<file path="src/rtl/core_immencode.sv">
// Purpose: scatter a 64-bit immediate into instruction bits [31:7] of a template per format; flag unrepresentable values.
// Latency: 2 cycles (stage 1 holds the operands, stage 2 holds the packed word); one beat per cycle under continuous ready.
// Backpressure: valid/ready; o_immencode_ready is combinational from i_immencode_ready, and the pipe absorbs 2 beats while stalled.
//
// Ports:
//   i_immencode_clk / i_immencode_rst   clock, synchronous active-high reset
//   i_immencode_valid / o_immencode_ready   input handshake
//   i_immencode_imm, _immsrc, _tmpl     immediate, format code, instruction template
//   o_immencode_valid / i_immencode_ready   output handshake
//   o_immencode_instr, o_immencode_err  packed instruction, representability error
//   i_immencode_cntclr, o_immencode_errcnt  clear and value of the saturating delivered-error count
module core_immencode #(
    parameter int CNT_W = 16
) (
    input  logic             i_immencode_clk,
    input  logic             i_immencode_rst,
    input  logic             i_immencode_valid,
    output logic             o_immencode_ready,
    input  logic [63:0]      i_immencode_imm,
    input  logic [2:0]       i_immencode_immsrc,
    input  logic [31:0]      i_immencode_tmpl,
    output logic             o_immencode_valid,
    input  logic             i_immencode_ready,
    output logic [31:0]      o_immencode_instr,
    output logic             o_immencode_err,
    input  logic             i_immencode_cntclr,
    output logic [CNT_W-1:0] o_immencode_errcnt
);

    // Stage 1 operand registers
    logic             s1_vld_q, s1_vld_d;
    logic [63:0]      s1_imm_q, s1_imm_d;
    logic [2:0]       s1_src_q, s1_src_d;
    logic [31:0]      s1_tmpl_q, s1_tmpl_d;

    // Stage 2 result registers
    logic             s2_vld_q, s2_vld_d;
    logic [31:0]      s2_instr_q, s2_instr_d;
    logic             s2_err_q, s2_err_d;

    logic [CNT_W-1:0] errcnt_q, errcnt_d;

    logic             s1_adv, s2_adv, out_xfer;
    logic [31:0]      pack_instr;
    logic             pack_err;
    logic             ok_12, ok_13, ok_21, ok_32;

    // Handshake: a stage may load when it is empty or its contents move on this edge.
    always_comb begin
        s2_adv   = !s2_vld_q || i_immencode_ready;
        s1_adv   = !s1_vld_q || s2_adv;
        out_xfer = s2_vld_q && i_immencode_ready;
    end

    // Sign-extension checks: all bits from the field's sign position upward must agree.
    always_comb begin
        ok_12 = (&s1_imm_q[63:11]) || !(|s1_imm_q[63:11]);
        ok_13 = (&s1_imm_q[63:12]) || !(|s1_imm_q[63:12]);
        ok_21 = (&s1_imm_q[63:20]) || !(|s1_imm_q[63:20]);
        ok_32 = (&s1_imm_q[63:31]) || !(|s1_imm_q[63:31]);
    end

    // Bit scatter; the low immediate bits are packed even when the range check fails.
    always_comb begin
        pack_instr = s1_tmpl_q;
        pack_err   = 1'b0;
        case (s1_src_q)
            3'b000: begin
                pack_instr[31:20] = s1_imm_q[11:0];
                pack_err          = !ok_12;
            end
            3'b001: begin
                pack_instr[31:25] = s1_imm_q[11:5];
                pack_instr[11:7]  = s1_imm_q[4:0];
                pack_err          = !ok_12;
            end
            3'b010: begin
                pack_instr[31]    = s1_imm_q[12];
                pack_instr[7]     = s1_imm_q[11];
                pack_instr[30:25] = s1_imm_q[10:5];
                pack_instr[11:8]  = s1_imm_q[4:1];
                pack_err          = !ok_13 || s1_imm_q[0];
            end
            3'b011: begin
                pack_instr[31]    = s1_imm_q[20];
                pack_instr[19:12] = s1_imm_q[19:12];
                pack_instr[20]    = s1_imm_q[11];
                pack_instr[30:21] = s1_imm_q[10:1];
                pack_err          = !ok_21 || s1_imm_q[0];
            end
            3'b100: begin
                pack_instr[31:12] = s1_imm_q[31:12];
                pack_err          = !ok_32 || (|s1_imm_q[11:0]);
            end
            3'b101: begin
                pack_err = |s1_imm_q;
            end
            3'b110: begin
                pack_instr[19:15] = s1_imm_q[4:0];
                pack_err          = |s1_imm_q[63:5];
            end
            default: begin
                pack_err = 1'b1;
            end
        endcase
    end

    // Next-state for both stages and the error counter.
    always_comb begin
        s1_vld_d   = s1_vld_q;
        s1_imm_d   = s1_imm_q;
        s1_src_d   = s1_src_q;
        s1_tmpl_d  = s1_tmpl_q;
        s2_vld_d   = s2_vld_q;
        s2_instr_d = s2_instr_q;
        s2_err_d   = s2_err_q;
        errcnt_d   = errcnt_q;

        if (s1_adv) begin
            s1_vld_d  = i_immencode_valid;
            s1_imm_d  = i_immencode_imm;
            s1_src_d  = i_immencode_immsrc;
            s1_tmpl_d = i_immencode_tmpl;
        end

        // Stage 2 only reloads when it advances, so a stalled output holds still.
        if (s2_adv) begin
            s2_vld_d   = s1_vld_q;
            s2_instr_d = pack_instr;
            s2_err_d   = pack_err;
        end

        // Clear has priority over a coincident errored delivery.
        if (i_immencode_cntclr) begin
            errcnt_d = '0;
        end else if (out_xfer && s2_err_q && (errcnt_q != {CNT_W{1'b1}})) begin
            errcnt_d = errcnt_q + {{(CNT_W-1){1'b0}}, 1'b1};
        end
    end

    always_ff @(posedge i_immencode_clk) begin
        if (i_immencode_rst) begin
            s1_vld_q   <= 1'b0;
            s1_imm_q   <= '0;
            s1_src_q   <= '0;
            s1_tmpl_q  <= '0;
            s2_vld_q   <= 1'b0;
            s2_instr_q <= '0;
            s2_err_q   <= 1'b0;
            errcnt_q   <= '0;
        end else begin
            s1_vld_q   <= s1_vld_d;
            s1_imm_q   <= s1_imm_d;
            s1_src_q   <= s1_src_d;
            s1_tmpl_q  <= s1_tmpl_d;
            s2_vld_q   <= s2_vld_d;
            s2_instr_q <= s2_instr_d;
            s2_err_q   <= s2_err_d;
            errcnt_q   <= errcnt_d;
        end
    end

    assign o_immencode_ready  = s1_adv;
    assign o_immencode_valid  = s2_vld_q;
    assign o_immencode_instr  = s2_instr_q;
    assign o_immencode_err    = s2_err_q;
    assign o_immencode_errcnt = errcnt_q;

endmodule

</file>
<file path="config.mk">
export PLATFORM = sky130hd
export DESIGN_NAME = core_immencode
export DESIGN_NICKNAME = d
export VERILOG_FILES = /design/src/rtl/core_immencode.sv
export SDC_FILE = /design/constraint.sdc
export NUM_CORES = 1
export LEC_CHECK = 0
export BUFFER_PORTS_ARGS = -buffer_cell sky130_fd_sc_hd__buf_4
export CAP_MARGIN = 10
export CORE_MARGIN = 2
export CORE_UTILIZATION = 57
export DETAILED_ROUTE_END_ITERATION = 10
export PLACE_DENSITY_LB_ADDON = 0.12
export SYNTH_ARGS = -nofsm -noshare
export SYNTH_HDL_FRONTEND = slang
export SYNTH_SLANG_ARGS = --single-unit
export TNS_END_PERCENT = 10
</file>
<file path="constraint.sdc">
create_clock -name i_immencode_clk -period 4.02 [get_ports i_immencode_clk]
set_clock_uncertainty 0.2 [all_clocks]
set_input_delay 1.005 -clock i_immencode_clk [delete_from_list [all_inputs] [get_ports i_immencode_clk]]
set_output_delay 1.005 -clock i_immencode_clk [all_outputs]
set_load 0.02 [all_outputs]
</file>
Word-level counts from Yosys, hierarchy flattened
Index checks and enable logic that the tools add are counted.

Add/sub/neg operators: 1. Reduce and logical (&&, ||, !) cells: 37. Equal/unequal tests: 7. Muxes and demuxes: 6.

Operators with widths (number): OR reduction 64 bit (1); OR reduction 59 bit (1); AND reduction 53 bit (1); OR reduction 53 bit (1); AND reduction 52 bit (1); OR reduction 52 bit (1); AND reduction 44 bit (1); OR reduction 44 bit (1); AND reduction 33 bit (1); OR reduction 33 bit (1); one-hot mux 7 bit (4 select lines) (1); one-hot mux 5 bit (2 select lines) (2); adder 16 x 1 -> 16 bit, second input constant (1); != test 16 bit, second input constant (1); one-hot mux 5 bit (3 select lines) (1); OR reduction 12 bit (1); logical NOT 1 bit (10); == test 3 bit, second input constant (3); logical OR 1 bit (9); == test 3 x 2 -> 1 bit, second input constant (2); one-hot mux 1 bit (6 select lines) (1); OR reduction 2 bit (3); == test 3 x 1 -> 1 bit, second input constant (1); logical AND 1 bit (3); 2 further kinds (2).

Register bits: 150. Input bits: 104. Output and inout port bits: 51. Word-level logic and storage cells: 59.

Logic depth before layout (Yosys ltp)
Depth in word-level cells: 6. Gate-level depth with buffers: 9. Depth with buffers taken out: 8.

Least setup slack after synthesis
Ideal clock, no wire load.

Path type: input-to-output. From: input port i_immencode_ready. To: output port o_immencode_ready. Arrival: 1.747 ns. Setup slack: 1.068 ns. Buffers on the path: 1. Stages on the path: 4. Cells stage by stage: nor2b_1 -> and2_1 -> inv_2 -> clkbuf_1.

Longest elaborated chain between the ends: 2.

Ends and longest elaborated chain: from (decl) (line 23) `input logic i_immencode_ready,`; logical OR 1 bit (line 50) `s2_adv = !s2_vld_q || i_immencode_ready;`; logical OR 1 bit (line 51) `s1_adv = !s1_vld_q || s2_adv;`; to (decl) (line 18) `output logic o_immencode_ready,`.

Every way passes these cells.

Final worst setup path
Same ends and word-level chain as after synthesis.

==> flow_summary.json <==
{
  "crit_end": "o_immencode_ready",
  "total_power_uw": 3569,
  "post_drt_wl_per_cell_um": 14.95,
  "ys_seq_area_frac": 0.4877,
  "r2r-end": "o_immencode_instr[15]",
  "syn_nets": 895,
  "totalWireLength_um": 15900,
  "area_growth_pct": 27.94,
  "finalCriticalPeriod_ps": 2824,
  "tritoncts": "done",
  "drt-initial-drc-count": 437,
  "final-hold-violation-count": 0,
  "status": "finished, final reports clean",
  "syn-cell-area_sq_um": 6157,
  "final_nets": 1022,
  "route.met2.wl_um": 7465,
  "drive_gt1_frac": 0.2179,
  "drt_first_pass_iters": 5,
  "initial_core_util": 0.5911,
  "grt_max_degree": 101,
  "hold_class": "reg -> reg",
  "worst_pin_slew_ps": 983.1,
  "highest_layer": "met4",
  "tns_ps": 0,
  "drv_slew": 0,
  "path_class": "in -> out",
  "post_cts_resized": 0,
  "wl_met1_um": 7059,
  "cp.arrival_ps": 1620,
  "syn_inst": 790,
  "track_usage": 0.2734,
  "dp_cells": 1034,
  "leakage_uw": 0.003351,
  "finalInstanceArea_sq_um": 7878,
  "yosys.area.top_type": "dfxtp_1",
  "reg2reg_from": "s1_src_q[1]",
  "setup_viol": 0,
  "numCtsBuffers": 17,
  "vias_per_cell": 5.560,
  "synth_area_per_cell_sq_um": 7.794,
  "drc": 0,
  "clock.fmax_ghz": 0.3541,
  "fin_cells": 1063,
  "crit_required_ps": 2810,
  "hold_buffers": 0,
  "maxCapViolations": 0,
  "synthArstFlopShare": 0,
  "core_sq_um": 10420,
  "synth_area_leaders": "dfxtp_1, nand2_1, a21oi_1",
  "ios": 155,
  "root_buffer": "clkbuf_8",
  "htreeDepth": 4,
  "r2r_cells": 6,
  "rsz0062_at_grt": "no",
  "power_density_nw_per_um2": 453.0,
  "die_w_um": 107.9,
  "r2r_slack_ps": 1280,
  "dp_hpwl_um": 10860,
  "antenna_found_initial": 0,
  "place_congestion": 0.8414,
  "grt_pass1_wl_um": 25490,
  "fp.dieH_um": 107.9,
  "postCtsSetupBuffers": 0,
  "routed-via-count": 5910,
  "die_area_sq_um": 11650,
  "ys.flop_type": "dfxtp_1",
  "peakVddDrop_mv": 0.2595,
  "utilization": 0.7563,
  "finalCritPeriodShare": 0.7025,
  "antenna_left": 0,
  "grt_pass1_vias": 5367,
  "clock_sinks": 150,
  "cp-end-kind": "primary output",
  "synth_edf_count": 0,
  "met3WireLength_um": 1166,
  "clk_latency_ps": 520,
  "ys_types": 51,
  "clk_path_buf_depth": 2,
  "yosysWarnings": 0,
  "crit_path_max_fanout": 3,
  "path_clk_slew_ps": 60,
  "diodes": 0,
  "grt.overflow.total": 0,
  "synth_seq_cells": 150,
  "placed_cell_area_sq_um": 7298,
  "relSlewSlack": 0.3446,
  "rows": 37,
  "worstSetupStartpoint": "i_immencode_ready",
  "yosysTopAreaCellShare": 0.4877,
  "port_buffers": 154,
  "startpoint_type": "primary input"
}
==> worst max-delay path, stage by stage <==
cell	delay, ps
buf_4	120
nor2b_2	140
and2_4	170
inv_2	30
buf_4	140
==> cell usage in the layout (no fill, tap or decap), types with 2 or more instances in the layout <==
master,n
o21ai_0,15
nand2_1,237
clkinvlp_4,3
dfxtp_1,150
xor2_1,5
nor3_1,13
a22oi_1,2
nand4_1,17
a21oi_1,129
bufinv_16,4
and2_1,3
clkbuf_16,16
xnor2_1,6
clkbuf_1,2
and3_1,2
nor4_1,16
a211oi_1,8
a311oi_1,6
o22ai_1,2
mux2i_1,9
nor4_2,4
nor2_1,59
buf_4,162
nor2b_1,2
or3_1,5
nand2b_1,2
nand3_1,8
inv_1,5
clkinv_2,3
a221o_1,9
==> stage by stage <==
stage               setup slack (ps)  hold slack (ps)
global placement                1220            238.3
global route                    1087            265.5
detailed placement              1216            244.0
CTS                             1196            252.2
floorplan                       1068            228.4
finish                          1196            253.8
==> report_power, final <==
group          internal [uW]  switching, uW  leakage, uW
clock network            993            586     0.000275
logic                    172            176      0.00183
registers               1570           73.4      0.00124
total                   2730            835      0.00335
==> area by class of cell <==
| type | count | area [sq um] |
|---|---|---|
| flip-flops and latches | 150 | 3003 |
| multi-input cells | 580 | 2887 |
| fillers | 788 | 2539 |
| repair buffers | 162 | 1216 |
| clock buffers | 19 | 421.7 |
| well taps | 136 | 170.2 |
| clock inverters | 10 | 157.7 |
| inverters | 6 | 22.52 |
==> state kept, by name, indices dropped and copies added, names as in the netlist <==
name and count:
s1_tmpl_q 32, s1_src_q 3, o_immencode_valid 1, o_immencode_errcnt 16, o_immencode_err 1, o_immencode_instr 32, s1_imm_q 64, s1_vld_q 1
==> kinds of logic (layout without fill, tap and decap cells) <==
family,count (synthesis),count (layout),synth area share
adder cells (fa/ha/maj),1,1,0.002032
multiplexers,9,9,0.01463
XOR/XNOR,11,11,0.01565
AO/OA/AOI/OAI,180,180,0.1662
buffers and inverters,60,197,0.04430
AND/OR/NAND/NOR,379,379,0.2695
flip-flops,150,150,0.4877
==> Yosys cell counts (3+ instances only) <==
| cell | instances |
|---|---|
| nor3_1 | 13 |
| nor4_1 | 16 |
| and2_1 | 4 |
| xnor2_1 | 6 |
| a221o_1 | 9 |
| a311oi_1 | 6 |
| or3_1 | 5 |
| nand2_1 | 237 |
| a211oi_1 | 8 |
| nor2b_1 | 3 |
| nor2_1 | 59 |
| nor4_2 | 4 |
| o21ai_0 | 15 |
| nand4_1 | 17 |
| buf_2 | 3 |
| a21oi_1 | 129 |
| xor2_1 | 5 |
| inv_1 | 5 |
| clkbuf_1 | 45 |
| dfxtp_1 | 150 |
| mux2i_1 | 9 |
| nand3_1 | 8 |
==> worst min-delay path by stage <==
| stage | endpoint | startpoint | depth (start not counted) | slack (ps) |
|---|---|---|---|---|
| after floorplan | s1_tmpl_q[25] | s1_tmpl_q[25] | 2 | 230 |
| after global placement | s1_tmpl_q[31] | s1_tmpl_q[31] | 2 | 240 |
| after detailed placement | s1_tmpl_q[31] | s1_tmpl_q[31] | 2 | 240 |
| after CTS | s1_tmpl_q[31] | s1_tmpl_q[31] | 2 | 250 |
| after global routing | s1_tmpl_q[21] | s1_tmpl_q[21] | 2 | 270 |
| final | s1_tmpl_q[9] | s1_tmpl_q[9] | 2 | 250 |
==> layer usage <==
metal	GRT usage	up-vias
met1	0.3827	2705
li1	-	2956
met3	0.05546	20
met4	0.08516	0
met2	0.4277	229
met5	0	-
(Power assumes the default switching activity.)
